==> config.mk <==
export PLATFORM = sky130hd
export DESIGN_NAME = control_sequencer_flat
export DESIGN_NICKNAME = d
export VERILOG_FILES = /design/src/rtl/cpu_pkg.sv /design/src/rtl/control_sequencer_if.sv /design/src/rtl/control_sequencer_cond_eval.sv /design/src/rtl/control_sequencer.sv /design/src/flat_wrapper.sv
export SDC_FILE = /design/constraint.sdc
export NUM_CORES = 1
export LEC_CHECK = 0
export CORE_UTILIZATION = 48
export DETAILED_ROUTE_END_ITERATION = 7
export PLACE_DENSITY = 0.83
export SYNTH_ARGS = -nofsm -noshare
export SYNTH_HDL_FRONTEND = slang
export SYNTH_SLANG_ARGS = --single-unit
==> constraint.sdc <==
create_clock -name clk -period 3.7 [get_ports clk]
set_clock_uncertainty 0.1 [all_clocks]
set_input_delay 0.74 -clock clk [delete_from_list [all_inputs] [get_ports clk]]
set_output_delay 0.74 -clock clk [all_outputs]
set_load 0.05 [all_outputs]
==> src/rtl/cpu_pkg.sv <==
// Shared definitions for the 8-bit computer control path: state encodings,
// opcode classes, condition codes and well-known register selects.
package cpu_pkg;

    localparam int CPU_ADDR_W = 8;
    localparam int CPU_DATA_W = 8;

    typedef enum logic [1:0] {
        ST_FETCH     = 2'd0,
        ST_DECODE    = 2'd1,
        ST_EXECUTE   = 2'd2,
        ST_WRITEBACK = 2'd3
    } state_t;

    localparam logic [1:0] OP_IMM  = 2'b00;
    localparam logic [1:0] OP_ALU  = 2'b01;
    localparam logic [1:0] OP_COPY = 2'b10;
    localparam logic [1:0] OP_COND = 2'b11;

    localparam logic [2:0] CC_NEVER  = 3'd0;
    localparam logic [2:0] CC_EQ     = 3'd1;
    localparam logic [2:0] CC_LT     = 3'd2;
    localparam logic [2:0] CC_LE     = 3'd3;
    localparam logic [2:0] CC_ALWAYS = 3'd4;
    localparam logic [2:0] CC_NE     = 3'd5;
    localparam logic [2:0] CC_GE     = 3'd6;
    localparam logic [2:0] CC_GT     = 3'd7;

    localparam logic [2:0] IMM_SEL      = 3'd0;
    localparam logic [2:0] ACC_SEL      = 3'd3;
    localparam logic [2:0] PORT_SEL     = 3'd6;
    localparam logic [2:0] UNMAPPED_SEL = 3'd7;

endpackage

==> src/rtl/control_sequencer_if.sv <==
// Instruction-memory fetch port: address plus req/ack handshake, data returned
// in the same cycle as ack.
interface control_sequencer_if
    import cpu_pkg::*;
#(
    parameter int ADDR_W = CPU_ADDR_W,
    parameter int DATA_W = CPU_DATA_W
);
    logic [ADDR_W-1:0] imem_addr;
    logic              imem_req;
    logic              imem_ack;
    logic [DATA_W-1:0] imem_data;

    modport master (
        output imem_addr,
        output imem_req,
        input  imem_ack,
        input  imem_data
    );

    modport slave (
        input  imem_addr,
        input  imem_req,
        output imem_ack,
        output imem_data
    );
endinterface

==> src/rtl/control_sequencer_cond_eval.sv <==
// Conditional-jump evaluator: decides whether a COND instruction is taken from
// its condition code and the signed condition operand.
module cond_eval
    import cpu_pkg::*;
#(
    parameter int DATA_W = CPU_DATA_W
) (
    input  logic [2:0]        cc,
    input  logic [DATA_W-1:0] cond_value,
    output logic              take
);
    logic is_zero_s;
    logic is_neg_s;

    assign is_zero_s = (cond_value == {DATA_W{1'b0}});
    assign is_neg_s  = cond_value[DATA_W-1];

    // Condition truth table on the two's-complement operand.
    always_comb begin
        take = 1'b0;
        case (cc)
            CC_NEVER:  take = 1'b0;
            CC_EQ:     take = is_zero_s;
            CC_LT:     take = is_neg_s;
            CC_LE:     take = is_neg_s | is_zero_s;
            CC_ALWAYS: take = 1'b1;
            CC_NE:     take = ~is_zero_s;
            CC_GE:     take = ~is_neg_s;
            CC_GT:     take = ~is_neg_s & ~is_zero_s;
            default:   take = 1'b0;
        endcase
    end
endmodule

==> src/rtl/control_sequencer.sv <==
// Multi-cycle control unit: fetches over req/ack, decodes the opcode class and
// drives register-file/ALU selects, write strobes and the program counter.
module control_sequencer
    import cpu_pkg::*;
#(
    parameter int ADDR_W = CPU_ADDR_W,
    parameter int DATA_W = CPU_DATA_W
) (
    input  logic                clk,
    input  logic                reset,
    input  logic                run,
    control_sequencer_if.master imem,
    input  logic [DATA_W-1:0]   jump_target,
    input  logic [DATA_W-1:0]   cond_value,
    output logic [DATA_W-1:0]   instruction,
    output logic [1:0]          opcode,
    output logic [2:0]          iaddr,
    output logic [2:0]          oaddr,
    output logic [2:0]          alu_mode,
    output logic                imm_en,
    output logic [DATA_W-1:0]   imm_value,
    output logic                reg_we,
    output logic                oport_we,
    output logic [1:0]          state
);
    state_t            state_r;
    logic [ADDR_W-1:0] pc_r;
    logic [ADDR_W-1:0] target_r;
    logic [DATA_W-1:0] instr_r;
    logic              req_r;
    logic              jump_r;
    logic [1:0]        opcode_r;
    logic [2:0]        iaddr_r;
    logic [2:0]        oaddr_r;
    logic [2:0]        alu_mode_r;
    logic              imm_en_r;
    logic              reg_we_r;
    logic              oport_we_r;

    logic [2:0]        dec_iaddr_s;
    logic [2:0]        dec_oaddr_s;
    logic [2:0]        dec_alu_mode_s;
    logic              dec_imm_en_s;
    logic              exe_reg_we_s;
    logic              exe_port_we_s;
    logic              exe_jump_s;
    logic              take_s;

    cond_eval #(.DATA_W(DATA_W)) u_cond_eval (
        .cc         (instr_r[2:0]),
        .cond_value (cond_value),
        .take       (take_s)
    );

    // Field extraction from the latched instruction word.
    always_comb begin
        dec_iaddr_s    = 3'd0;
        dec_oaddr_s    = 3'd0;
        dec_alu_mode_s = 3'd0;
        dec_imm_en_s   = 1'b0;
        case (instr_r[7:6])
            OP_IMM: begin
                dec_oaddr_s  = IMM_SEL;
                dec_imm_en_s = 1'b1;
            end
            OP_ALU: begin
                dec_iaddr_s    = 3'd0;
                dec_oaddr_s    = ACC_SEL;
                dec_alu_mode_s = instr_r[2:0];
            end
            OP_COPY: begin
                dec_iaddr_s = instr_r[5:3];
                dec_oaddr_s = instr_r[2:0];
            end
            OP_COND: begin
                dec_oaddr_s = 3'd0;
            end
            default: begin
                dec_oaddr_s = 3'd0;
            end
        endcase
    end

    // Writeback strobes and branch decision, resolved while selects are stable.
    always_comb begin
        exe_reg_we_s  = 1'b0;
        exe_port_we_s = 1'b0;
        exe_jump_s    = 1'b0;
        case (opcode_r)
            OP_IMM, OP_ALU: exe_reg_we_s = 1'b1;
            OP_COPY: begin
                if (oaddr_r == PORT_SEL) begin
                    exe_port_we_s = 1'b1;
                end else if (oaddr_r == UNMAPPED_SEL) begin
                    exe_reg_we_s = 1'b0;
                end else begin
                    exe_reg_we_s = 1'b1;
                end
            end
            OP_COND: exe_jump_s = take_s;
            default: exe_jump_s = 1'b0;
        endcase
    end

    // Sequencer FSM with pc, fetch request, decode and strobe registers.
    always_ff @(posedge clk or posedge reset) begin
        if (reset) begin
            state_r    <= ST_FETCH;
            pc_r       <= {ADDR_W{1'b0}};
            target_r   <= {ADDR_W{1'b0}};
            instr_r    <= {DATA_W{1'b0}};
            req_r      <= 1'b0;
            jump_r     <= 1'b0;
            opcode_r   <= 2'd0;
            iaddr_r    <= 3'd0;
            oaddr_r    <= 3'd0;
            alu_mode_r <= 3'd0;
            imm_en_r   <= 1'b0;
            reg_we_r   <= 1'b0;
            oport_we_r <= 1'b0;
        end else begin
            case (state_r)
                ST_FETCH: begin
                    reg_we_r   <= 1'b0;
                    oport_we_r <= 1'b0;
                    if (req_r && imem.imem_ack) begin
                        instr_r <= imem.imem_data;
                        req_r   <= 1'b0;
                        state_r <= ST_DECODE;
                    end else begin
                        req_r   <= run;
                    end
                end
                ST_DECODE: begin
                    opcode_r   <= instr_r[7:6];
                    iaddr_r    <= dec_iaddr_s;
                    oaddr_r    <= dec_oaddr_s;
                    alu_mode_r <= dec_alu_mode_s;
                    imm_en_r   <= dec_imm_en_s;
                    state_r    <= ST_EXECUTE;
                end
                ST_EXECUTE: begin
                    reg_we_r   <= exe_reg_we_s;
                    oport_we_r <= exe_port_we_s;
                    jump_r     <= exe_jump_s;
                    target_r   <= jump_target[ADDR_W-1:0];
                    state_r    <= ST_WRITEBACK;
                end
                ST_WRITEBACK: begin
                    reg_we_r   <= 1'b0;
                    oport_we_r <= 1'b0;
                    pc_r       <= jump_r ? target_r : (pc_r + {{(ADDR_W-1){1'b0}}, 1'b1});
                    // Raise the next request immediately so a zero-wait ack keeps 4-cycle throughput.
                    req_r      <= run;
                    state_r    <= ST_FETCH;
                end
                default: begin
                    reg_we_r   <= 1'b0;
                    oport_we_r <= 1'b0;
                    req_r      <= 1'b0;
                    state_r    <= ST_FETCH;
                end
            endcase
        end
    end

    assign imem.imem_addr = pc_r;
    assign imem.imem_req  = req_r;
    assign instruction    = instr_r;
    assign opcode         = opcode_r;
    assign iaddr          = iaddr_r;
    assign oaddr          = oaddr_r;
    assign alu_mode       = alu_mode_r;
    assign imm_en         = imm_en_r;
    assign imm_value      = {{(DATA_W-6){1'b0}}, instr_r[5:0]};
    assign reg_we         = reg_we_r;
    assign oport_we       = oport_we_r;
    assign state          = state_r;
endmodule

==> src/flat_wrapper.sv <==
// flat-port wrapper written by rule: the top's interface ports become plain ports
module control_sequencer_flat import cpu_pkg::*;
#(
    parameter int ADDR_W = CPU_ADDR_W,
    parameter int DATA_W = CPU_DATA_W
)
  (clk, reset, run, jump_target, cond_value, instruction, opcode, iaddr, oaddr, alu_mode, imm_en, imm_value, reg_we, oport_we, state, imem_imem_addr, imem_imem_req, imem_imem_ack, imem_imem_data);
  control_sequencer_if #(.ADDR_W(ADDR_W), .DATA_W(DATA_W)) imem_i ();
  input  logic clk;
  input  logic reset;
  input  logic run;
  input  logic [DATA_W-1:0] jump_target;
  input  logic [DATA_W-1:0] cond_value;
  output logic [DATA_W-1:0] instruction;
  output logic [1:0] opcode;
  output logic [2:0] iaddr;
  output logic [2:0] oaddr;
  output logic [2:0] alu_mode;
  output logic imm_en;
  output logic [DATA_W-1:0] imm_value;
  output logic reg_we;
  output logic oport_we;
  output logic [1:0] state;
  output wire logic [$bits(imem_i.imem_addr)-1:0] imem_imem_addr;
  output wire logic [$bits(imem_i.imem_req)-1:0] imem_imem_req;
  input wire logic [$bits(imem_i.imem_ack)-1:0] imem_imem_ack;
  input wire logic [$bits(imem_i.imem_data)-1:0] imem_imem_data;
  assign imem_imem_addr = imem_i.imem_addr;
  assign imem_imem_req = imem_i.imem_req;
  assign imem_i.imem_ack = imem_imem_ack;
  assign imem_i.imem_data = imem_imem_data;
  control_sequencer #(.ADDR_W(ADDR_W), .DATA_W(DATA_W)) u_core (.clk(clk), .reset(reset), .run(run), .imem(imem_i), .jump_target(jump_target), .cond_value(cond_value), .instruction(instruction), .opcode(opcode), .iaddr(iaddr), .oaddr(oaddr), .alu_mode(alu_mode), .imm_en(imm_en), .imm_value(imm_value), .reg_we(reg_we), .oport_we(oport_we), .state(state));
endmodule
==> run_results.csv, run 1 <==
group,metric,value,unit
layout,multi_input_area,791,sq um
worst_setup_path,crit_chain,"clkdlybuf4s50_1",
global_route,antenna_found_initial,0,
synth,syn_avg_cell_area,10.6,sq um
layout,final_cell_count_no_fill,301,
sta,setup_viol,0,
detailed_routing,vias,1610,
clock_tree,clk_latency,0.29,ns
layout,ff_latch_area,1050,sq um
synth,async_flop_share,100,%
global_route,gr-total-overflow,0,
clock_tree,numCtsBuffers,5,
clock_tree,clock_path_buffers,2,
layout,fill_cells,335,
synth,netlist_area,1990,sq um
sta,finalHoldViolations,0,
synth,yosysSeqAreaShare,52.9,%
layout,syn2layout_area_growth,37.6,%
worst_setup_path,critPathMaxFanout,7,
sta,setup_tns,0,ns
sta,min_period,2.45,ns
synth,post-synth-top-area-cell,"dfrtp_1",
outcome,outcome,"completed",
layout,drive_gt1_share,11.6,%
sta,rsz0062_at_grt,"false",
clock_tree,holdBufCountCts,0,
clock_tree,clk_pin_slew,0.08,ns
global_route,grt_max_degree,27,
clock_tree,cts_tree,"built",
floorplanning,io_pins,69,
synth,ys_warn_count,0,
detailed_routing,dr.pass1.iters,4,
clock_tree,cts_repair_resize_count,0,
worst_setup_path,crit_family,"buffers and inverters",
placement,hpwl,3.11,mm
global_route,track_usage,22.4,%
flow_run,cap_violations,0,
worst_setup_path,cp.arrival,1.61,ns
detailed_routing,wl,4.32,mm
worst_setup_path,start_kind,"flip-flop",
floorplanning,die_width,66.3,um
sta,fin_ws,1.25,ns
floorplanning,start_util,50.0,%
floorplanning,rows,23,
worst_setup_path,slowest_stage,"clkdlybuf4s50_1",
worst_setup_path,critPathKind,"reg -> out",
detailed_routing,drt_iter0_markers,205,
clock_tree,clkSinkCount,42,
placement,gp_congestion,0.755,
synth,yosys_most_used_dff,"dfrtp_1",
global_route,grt_pass1_vias,1607,
placement,placed_cells,293,
worst_setup_path,cp.required,2.86,ns
sta,worst_slew_pin_slew,0.803,ns
detailed_routing,avgViaCountPerCell,5.35,
worst_hold_path,hold_path_class,"reg -> reg",
clock_tree,root_buffer,"clkbuf_8",
sta,maxSlewHeadroom,46.4,%
detailed_routing,drcViolationCount,0,
layout,final_util,68.8,%
layout,finalNetCount,286,
synth,synth.distinct_cells,31,
layout,diodes,0,
synth,synth_seq_cells,42,
clock_tree,post_cts_buffers,0,
global_route,grt_first_pass_wirelength,7.36,mm
synth,synth-edff-count,0,
floorplanning,core_area,3970,sq um
clock_tree,h-tree-depth,2,
floorplanning,dieArea,4400,sq um
synth,synth.area.top_cells,"dfrtp_1, mux2_2, o21ai_0, ha_1, a21oi_1",
sta,timing.final.crit_share,66.3,%
detailed_routing,wire_per_inst,14.3,um
worst_setup_path,crit_buf_inv,1,
worst_setup_path,max_stage_delay,0.86,ns
worst_setup_path,end_kind,"output pin",
synth,synthTopCellsByCount,"dfrtp_1, o21ai_0, mux2_2",
placement,io_buffers,66,
floorplanning,die_height,66.3,um
synth,synth_top_area_share,52.9,%
detailed_routing,ant_nets,0,
sta,maxSlewViolCount,0,
placement,pre_cts_ws,1.55,ns
synth,synth.most_common_cell,"dfrtp_1",
synth,netlist_instances,188,
sta,fmax,407,MHz
## cells by family after synthesis
group | count (synthesis) | synth area share, %
other | 1 | 0.189
adders and majority gates | 8 | 5.04
DFF | 42 | 52.9
muxes | 19 | 10.7
and+or+nand+nor | 42 | 10.1
buffers and inverters | 30 | 7.44
AOI/OAI and AO/OA | 46 | 13.5
## through the flow
step	hold WS, ns	cell area, sq um
5_1_grt	0.429	2730
4_1_cts	0.389	2730
6_report	0.384	2730
3_5_place_dp	0.372	2640
2_1_floorplan	0.375	1990
3_3_place_gp	0.368	2640
## layout make-up
| cell class | instances | area share (%) |
|---|---|---|
| Sequential cell | 42 | 38.5 |
| Multi-Input combinational cell | 117 | 29.0 |
| Timing Repair Buffer | 68 | 24.7 |
| Clock buffer | 7 | 3.16 |
| Tap cell | 50 | 2.29 |
| Inverter | 16 | 2.20 |
| Clock inverter | 1 | 0.183 |
## worst paths after layout
path / endpoint / slack [ns] / from / cells after the start
max: imm_value[2] / 1.25 / u_core.instruction[2] / 1
min: u_core.oport_we / 0.38 / u_core.oport_we / 2
max reg2reg: u_core.imm_en / 1.88 / u_core.state[1] / 3
min reg2reg: u_core.oport_we / 0.38 / u_core.oport_we / 2
max in group asynchronous: u_core.instruction[7] / 2.03 / reset / 3
min in group asynchronous: u_core.imem.imem_addr[4] / 0.80 / reset / 2
## state kept, by name (all words and copies together) (netlist names), 2 cells and up
name / count
u_core.oaddr: 3
u_core.opcode: 2
u_core.state: 2
u_core.iaddr: 3
u_core.target_r: 8
u_core.instruction: 8
u_core.imem.imem_addr: 8
u_core.alu_mode: 3
## layer usage
layer  vias to the layer above  part of all wire [%]  global-route usage, %
li1                        767                     -                      -
met4                         0                   1.7                   7.71
met1                       774                    42                   27.1
met5                         -                     0                      0
met3                         8                   7.2                   6.90
met2                        61                    49                   37.6
## placed cells by master (no fill, tap or decap), drive strengths merged, types with 2 or more instances in the layout
master / instances
ha: 8
nand3: 11
inv: 16
a22o: 5
clkbuf: 7
conb: 2
nor2: 8
nand4: 2
o21ai: 23
mux2: 18
dfrtp: 42
and3: 2
nand2: 13
or3: 2
a21oi: 12
buf: 2
clkdlybuf4s50: 66
Power of run 1 is not shown: default switching activity piles up to over one toggle a cycle in this logic, so the estimate is an artifact.
==> run 2, diff against run 1 <==
--- a/config.mk
+++ b/config.mk
@@ -5,9 +5,9 @@
 export SDC_FILE = /design/constraint.sdc
 export NUM_CORES = 1
 export LEC_CHECK = 0
-export CORE_UTILIZATION = 48
+export CORE_UTILIZATION = 40
 export DETAILED_ROUTE_END_ITERATION = 7
-export PLACE_DENSITY = 0.83
+export PLACE_DENSITY = 0.74
 export SYNTH_ARGS = -nofsm -noshare
 export SYNTH_HDL_FRONTEND = slang
 export SYNTH_SLANG_ARGS = --single-unit
==> constraint.sdc (replaced) <==
create_clock -name clk -period 2 [get_ports clk]
set_clock_uncertainty 0.1 [all_clocks]
set_input_delay 0.4 -clock clk [delete_from_list [all_inputs] [get_ports clk]]
set_output_delay 0.4 -clock clk [all_outputs]
set_load 0.05 [all_outputs]
==> run 2 against run 1 <==
Effect of this change:
- first-iteration DRC count decreased by 61%
- hold slack worse by 0.045 ns
- largest cell class unchanged
- register-to-register slack got worse by 1.5 ns
==> run_results.csv, run 2 (synthesis results as in run 1) <==
group,metric,value,unit
global_route,antenna_found_initial,0,
floorplanning,io_pins,69,
sta,finalHoldViolations,0,
worst_setup_path,critPathMaxFanout,3,
placement,io_buffers,66,
detailed_routing,avgViaCountPerCell,4.92,
clock_tree,numCtsBuffers,5,
worst_setup_path,cp.required,1.50,ns
detailed_routing,dr.pass1.iters,4,
worst_setup_path,r2r_end,"u_core.instruction[1]",
clock_tree,clk_pin_slew,0.08,ns
detailed_routing,drt_iter0_markers,79,
layout,syn2layout_area_growth,36.4,%
placement,gp_congestion,0.762,
worst_setup_path,reg2reg_depth,4,
worst_setup_path,crit_buf_inv,1,
sta,worst_slew_pin_slew,0.503,ns
flow_run,cap_violations,0,
sta,setup_viol,0,
clock_tree,clk_latency,0.29,ns
floorplanning,start_util,41.8,%
detailed_routing,wl_met3,283,um
detailed_routing,ant_nets,0,
worst_setup_path,crit_cells,1,
sta,maxSlewViolCount,0,
worst_setup_path,critPathKind,"reg -> out",
worst_setup_path,crit_family,"buffers and inverters",
floorplanning,rows,25,
detailed_routing,dr_wl_met2,2.06,mm
outcome,outcome,"completed",
layout,layout_common_cells,"dfrtp_1, buf_4, clkdlybuf4s50_1",
clock_tree,clock_path_buffers,2,
floorplanning,die_height,72.5,um
layout,drive_gt1_share,26.5,%
floorplanning,dieArea,5250,sq um
sta,maxSlewHeadroom,66.4,%
global_route,grt_pass1_vias,1559,
layout,diodes,0,
detailed_routing,drcViolationCount,0,
worst_setup_path,slowest_stage,"dlymetal6s2s_1",
clock_tree,cts_tree,"built",
layout,finalNetCount,288,
global_route,grt_first_pass_wirelength,7.18,mm
sta,min_period,1.59,ns
detailed_routing,wire_per_inst,13.3,um
detailed_routing,highest_layer,"met4",
sta,timing.final.crit_share,79.3,%
layout,fill_cells,439,
detailed_routing,vias,1575,
global_route,gr-total-overflow,0,
floorplanning,core_area,4750,sq um
clock_tree,h-tree-depth,2,
sta,rsz0062_at_grt,"false",
layout,final_common_cell,"dfrtp_1",
worst_setup_path,start_kind,"flip-flop",
worst_setup_path,max_stage_delay,0.43,ns
global_route,track_usage,17.9,%
global_route,grt_max_degree,43,
sta,setup_tns,0,ns
floorplanning,die_width,72.5,um
worst_hold_path,hold_path_class,"in -> async",
placement,hpwl,3.12,mm
worst_setup_path,cp.arrival,1.09,ns
worst_setup_path,r2r-start,"u_core.state[1]",
sta,fmax,630,MHz
clock_tree,root_buffer,"clkbuf_8",
clock_tree,post_cts_buffers,0,
worst_setup_path,reg2reg_slack,0.43,ns
detailed_routing,wl,4.26,mm
worst_setup_path,crit_chain,"dlymetal6s2s_1",
clock_tree,clkSinkCount,42,
worst_setup_path,end_kind,"output pin",
detailed_routing,wl_met1,1.86,mm
[run 2: changes by cell type in the layout (fill, tap and decap cells not counted)]
cell / before / now
clkinv_2: 1 / 0
buf_4: 2 / 40
bufinv_16: 0 / 1
dlymetal6s2s_1: 0 / 2
clkbuf_8: 6 / 5
clkinv_1: 0 / 1
clkbuf_1: 1 / 2
inv_1: 16 / 15
buf_12: 0 / 1
clkdlybuf4s50_1: 66 / 27
[run 2: repair_timing]
item                                   CTS  global route
endpoints found under the hold margin    0             0
hold buffers                             0             0
setup endpoints to repair                0             2
resized for setup                        0             2
[run 2: worst max-delay path by stage]
stage,from,endpoint,slack [ns]
floorplan,u_core.imem.imem_addr[0],u_core.imem.imem_addr[6],0.21
global placement,cond_value[5],u_core.jump_r,0.30
detailed placement,cond_value[5],u_core.jump_r,0.26
CTS,u_core.imem.imem_addr[7],imem_imem_addr[7],0.02
global route,u_core.imem.imem_addr[0],u_core.imem.imem_addr[6],0.35
finish,u_core.imem.imem_addr[7],imem_imem_addr[7],0.41
[run 2: metrics by stage]
stage | std cells | instance area (sq um) | utilization [%] | setup slack [ns] | hold slack, ns
floorplan | 189 | 1990 | - | 0.213 | 0.375
global placement | 312 | 2600 | 54.6 | 0.300 | 0.383
detailed placement | 312 | 2600 | 54.6 | 0.262 | 0.387
CTS | 320 | 2700 | 56.8 | 0.0173 | 0.347
global route | 320 | 2710 | 56.9 | 0.354 | 0.369
finish | 320 | 2710 | 56.9 | 0.413 | 0.339
[run 2: tightest hold or removal path: cells and delay by family]
kind / cells / cell delay [ns]
buffers and inverters: 3 / 0.70
[run 2: cell type report]
type / count / area [sq um] / share of cell area, %
Timing Repair Buffer: 70 / 616 / 22.7
Inverter: 16 / 60.1 / 2.22
Sequential cell: 42 / 1050 / 38.8
Clock inverter: 1 / 30.0 / 1.11
Clock buffer: 7 / 76.3 / 2.82
Tap cell: 67 / 83.8 / 3.10
Multi-Input combinational cell: 117 / 791 / 29.2
[run 2: routing by layer]
metal	track usage, %	vias to the layer above
met2	30.2	52
met4	5.66	0
met3	4.86	6
met1	22.3	746
met5	0	-
li1	-	771
Power of run 2 is left out for the same reason.
==> run 3, diff against run 2 <==
--- a/config.mk
+++ b/config.mk
@@ -5,9 +5,9 @@
 export SDC_FILE = /design/constraint.sdc
 export NUM_CORES = 1
 export LEC_CHECK = 0
-export CORE_UTILIZATION = 40
+export CORE_UTILIZATION = 45
 export DETAILED_ROUTE_END_ITERATION = 7
-export PLACE_DENSITY = 0.74
+export PLACE_DENSITY = 0.79
 export SYNTH_ARGS = -nofsm -noshare
 export SYNTH_HDL_FRONTEND = slang
 export SYNTH_SLANG_ARGS = --single-unit
==> constraint.sdc (replaced) <==
create_clock -name clk -period 1.5 [get_ports clk]
set_clock_uncertainty 0.1 [all_clocks]
set_input_delay 0.3 -clock clk [delete_from_list [all_inputs] [get_ports clk]]
set_output_delay 0.3 -clock clk [all_outputs]
set_load 0.05 [all_outputs]
==> run 3 against run 2 <==
Effect of this change:
- first-iteration DRC count rose to 2.6 times the previous value
- utilization up 24 points
- non-clock buffer count up 14
- register-to-register slack worse by 0.38 ns
- global-route usage up 5.8 points
- count of clock-buffer cells in the layout unchanged
- worst setup slack worse by 0.37 ns
- flip-flop and latch count unchanged
- critical path depth up 1
==> run_results.csv, run 3 (synthesis results as in run 1) <==
group,metric,value,unit
power_and_ir_drop,pwr-share-comb,63.4,%
layout,finalNetCount,302,
power_and_ir_drop,intPower,0.00501,W
worst_setup_path,end_kind,"output pin",
floorplanning,io_pins,69,
global_route,grt_pass1_vias,1688,
clock_tree,clk_pin_slew,0.08,ns
layout,syn2layout_area_growth,67.5,%
clock_tree,cts_tree,"built",
clock_tree,holdBufCountCts,0,
worst_setup_path,slowest_stage,"dfrtp_2",
floorplanning,rows,23,
flow_run,cap_violations,0,
layout,layout_common_cells,"buf_12, dfrtp_1, clkdlybuf4s50_1",
power_and_ir_drop,switching_share,44.9,%
worst_setup_path,crit_cells,2,
power_and_ir_drop,power.switching,0.00409,W
worst_setup_path,crit_chain,"buf_4 -> buf_12",
global_route,antenna_found_initial,0,
power_and_ir_drop,power.leakage,1.44,nW
layout,diodes,0,
floorplanning,core_area,4120,sq um
sta,finalHoldViolations,0,
power_and_ir_drop,seqPwrFrac,27.0,%
placement,hpwl,3.79,mm
layout,final_util,80.8,%
placement,pre_cts_ws,-0.164,ns
detailed_routing,vias,1712,
global_route,gr-total-overflow,0,
worst_hold_path,hold_path_class,"in -> async",
global_route,track_usage,23.7,%
detailed_routing,wl,5.27,mm
worst_setup_path,cp.arrival,1.06,ns
sta,timing.final.crit_share,97.3,%
sta,fin_ws,0.0409,ns
layout,ff_latch_area,1060,sq um
clock_tree,clock_path_buffers,2,
outcome,outcome,"completed",
power_and_ir_drop,vdd_ir_drop_max,1.69,mV
sta,setup_viol,0,
detailed_routing,wire_per_inst,16.6,um
worst_setup_path,critPathMaxFanout,4,
sta,rsz0062_at_grt,"true",
sta,maxSlewViolCount,0,
placement,io_buffers,66,
power_and_ir_drop,p_total,0.00910,W
clock_tree,h-tree-depth,2,
global_route,grt_max_degree,43,
floorplanning,die_height,68.4,um
clock_tree,root_buffer,"clkbuf_8",
global_route,grt_first_pass_wirelength,7.82,mm
clock_tree,numCtsBuffers,5,
worst_setup_path,cp.required,1.10,ns
detailed_routing,avgViaCountPerCell,5.40,
detailed_routing,drt_iter0_markers,207,
clock_tree,clk_latency,0.30,ns
placement,gp_congestion,0.803,
detailed_routing,drcViolationCount,0,
power_and_ir_drop,power.density,2730,nW/um^2
worst_setup_path,reg2reg_depth,5,
worst_setup_path,max_stage_delay,0.46,ns
layout,final_common_cell,"buf_12",
floorplanning,dieArea,4680,sq um
floorplanning,die_width,68.4,um
worst_setup_path,crit_buf_inv,2,
detailed_routing,ant_nets,0,
sta,fmax,685,MHz
layout,drive_gt1_share,38.6,%
layout,multi_input_area,837,sq um
clock_tree,clkSinkCount,42,
power_and_ir_drop,power_frac_clock,9.6,%
worst_setup_path,critPathKind,"reg -> out",
worst_setup_path,crit_family,"flip-flops",
worst_setup_path,start_kind,"flip-flop",
layout,fill_cells,235,
detailed_routing,dr.pass1.iters,4,
floorplanning,start_util,48.3,%
sta,min_period,1.46,ns
[run 3: changes by cell type in the layout (fill, tap and decap cells not counted), sizes merged]
cell	delta
buf	+16
clkinv	-1
dlymetal6s2s	-2
inv	+1
[run 3: per-stage QoR]
| stage | TNS, ns | cell area [sq um] | hold WS (ns) | cells |
|---|---|---|---|---|
| finish | 0 | 3330 | 0.264 | 317 |
| global route | -0.0488 | 3330 | 0.295 | 317 |
| CTS | 0 | 3280 | 0.267 | 313 |
| detailed placement | -0.361 | 3170 | 0.395 | 305 |
| global placement | -0.180 | 3170 | 0.391 | 305 |
| floorplan | -0.0726 | 2030 | 0.350 | 189 |
[run 3: worst register-to-register path: stages (launching register included)]
cell and delay, ns:
dfrtp_2 0.42, buf_4 0.14, nand4_1 0.15, or3_1 0.38, o21ai_1 0.08, a21oi_1 0.08
[run 3: area by class of cell]
class                   count  share of cell area [%]
clock inverters             1                   0.903
clock buffers               7                    2.29
inverters                  16                    1.81
well taps                  50                    1.88
multi-input cells         117                    25.2
repair buffers             84                    36.0
flip-flops and latches     42                    31.9
[run 3: metal layers]
metal	GRT usage (%)	part of all wire, %	wire length [um]	vias to the layer above
met5	0	0	0	-
met4	13.8	3.2	167	0
met3	5.00	4.0	211	17
met2	40.0	52	2740	60
met1	27.6	41	2160	836
li1	-	-	-	799
[run 3: final timing paths]
check                      slack [ns]                  endpoint                     start
setup / recovery                 0.04         imem_imem_addr[0]  u_core.imem.imem_addr[0]
hold / removal                   0.26     u_core.instruction[4]                     reset
setup reg to reg                 0.05  u_core.imem.imem_addr[5]  u_core.imem.imem_addr[1]
hold reg to reg                  0.41        u_core.target_r[6]        u_core.target_r[6]
max in group asynchronous        0.82           u_core.state[0]                     reset
min in group clk                 0.41        u_core.target_r[6]        u_core.target_r[6]
[run 3: timing repair]
action,4_1_cts,5_1_grt
pin swaps,0,1
buffers inserted,0,4
endpoints found under the setup margin,4,6
gates resized for setup,2,6
[run 3: power by group through the flow]
| stage | combinational [W] | sequential, W | clock, W |
|---|---|---|---|
| after detailed placement | 0.00560 | 0.00246 | 0 |
| after CTS | 0.00564 | 0.00244 | 0.000891 |
| final | 0.00577 | 0.00245 | 0.000874 |
| after global routing | 0.00604 | 0.00253 | 0.000933 |
| after floorplan | 0.00175 | 0.00346 | 0 |
| after global placement | 0.00545 | 0.00242 | 0 |
Power figures use the tool's default switching activity.
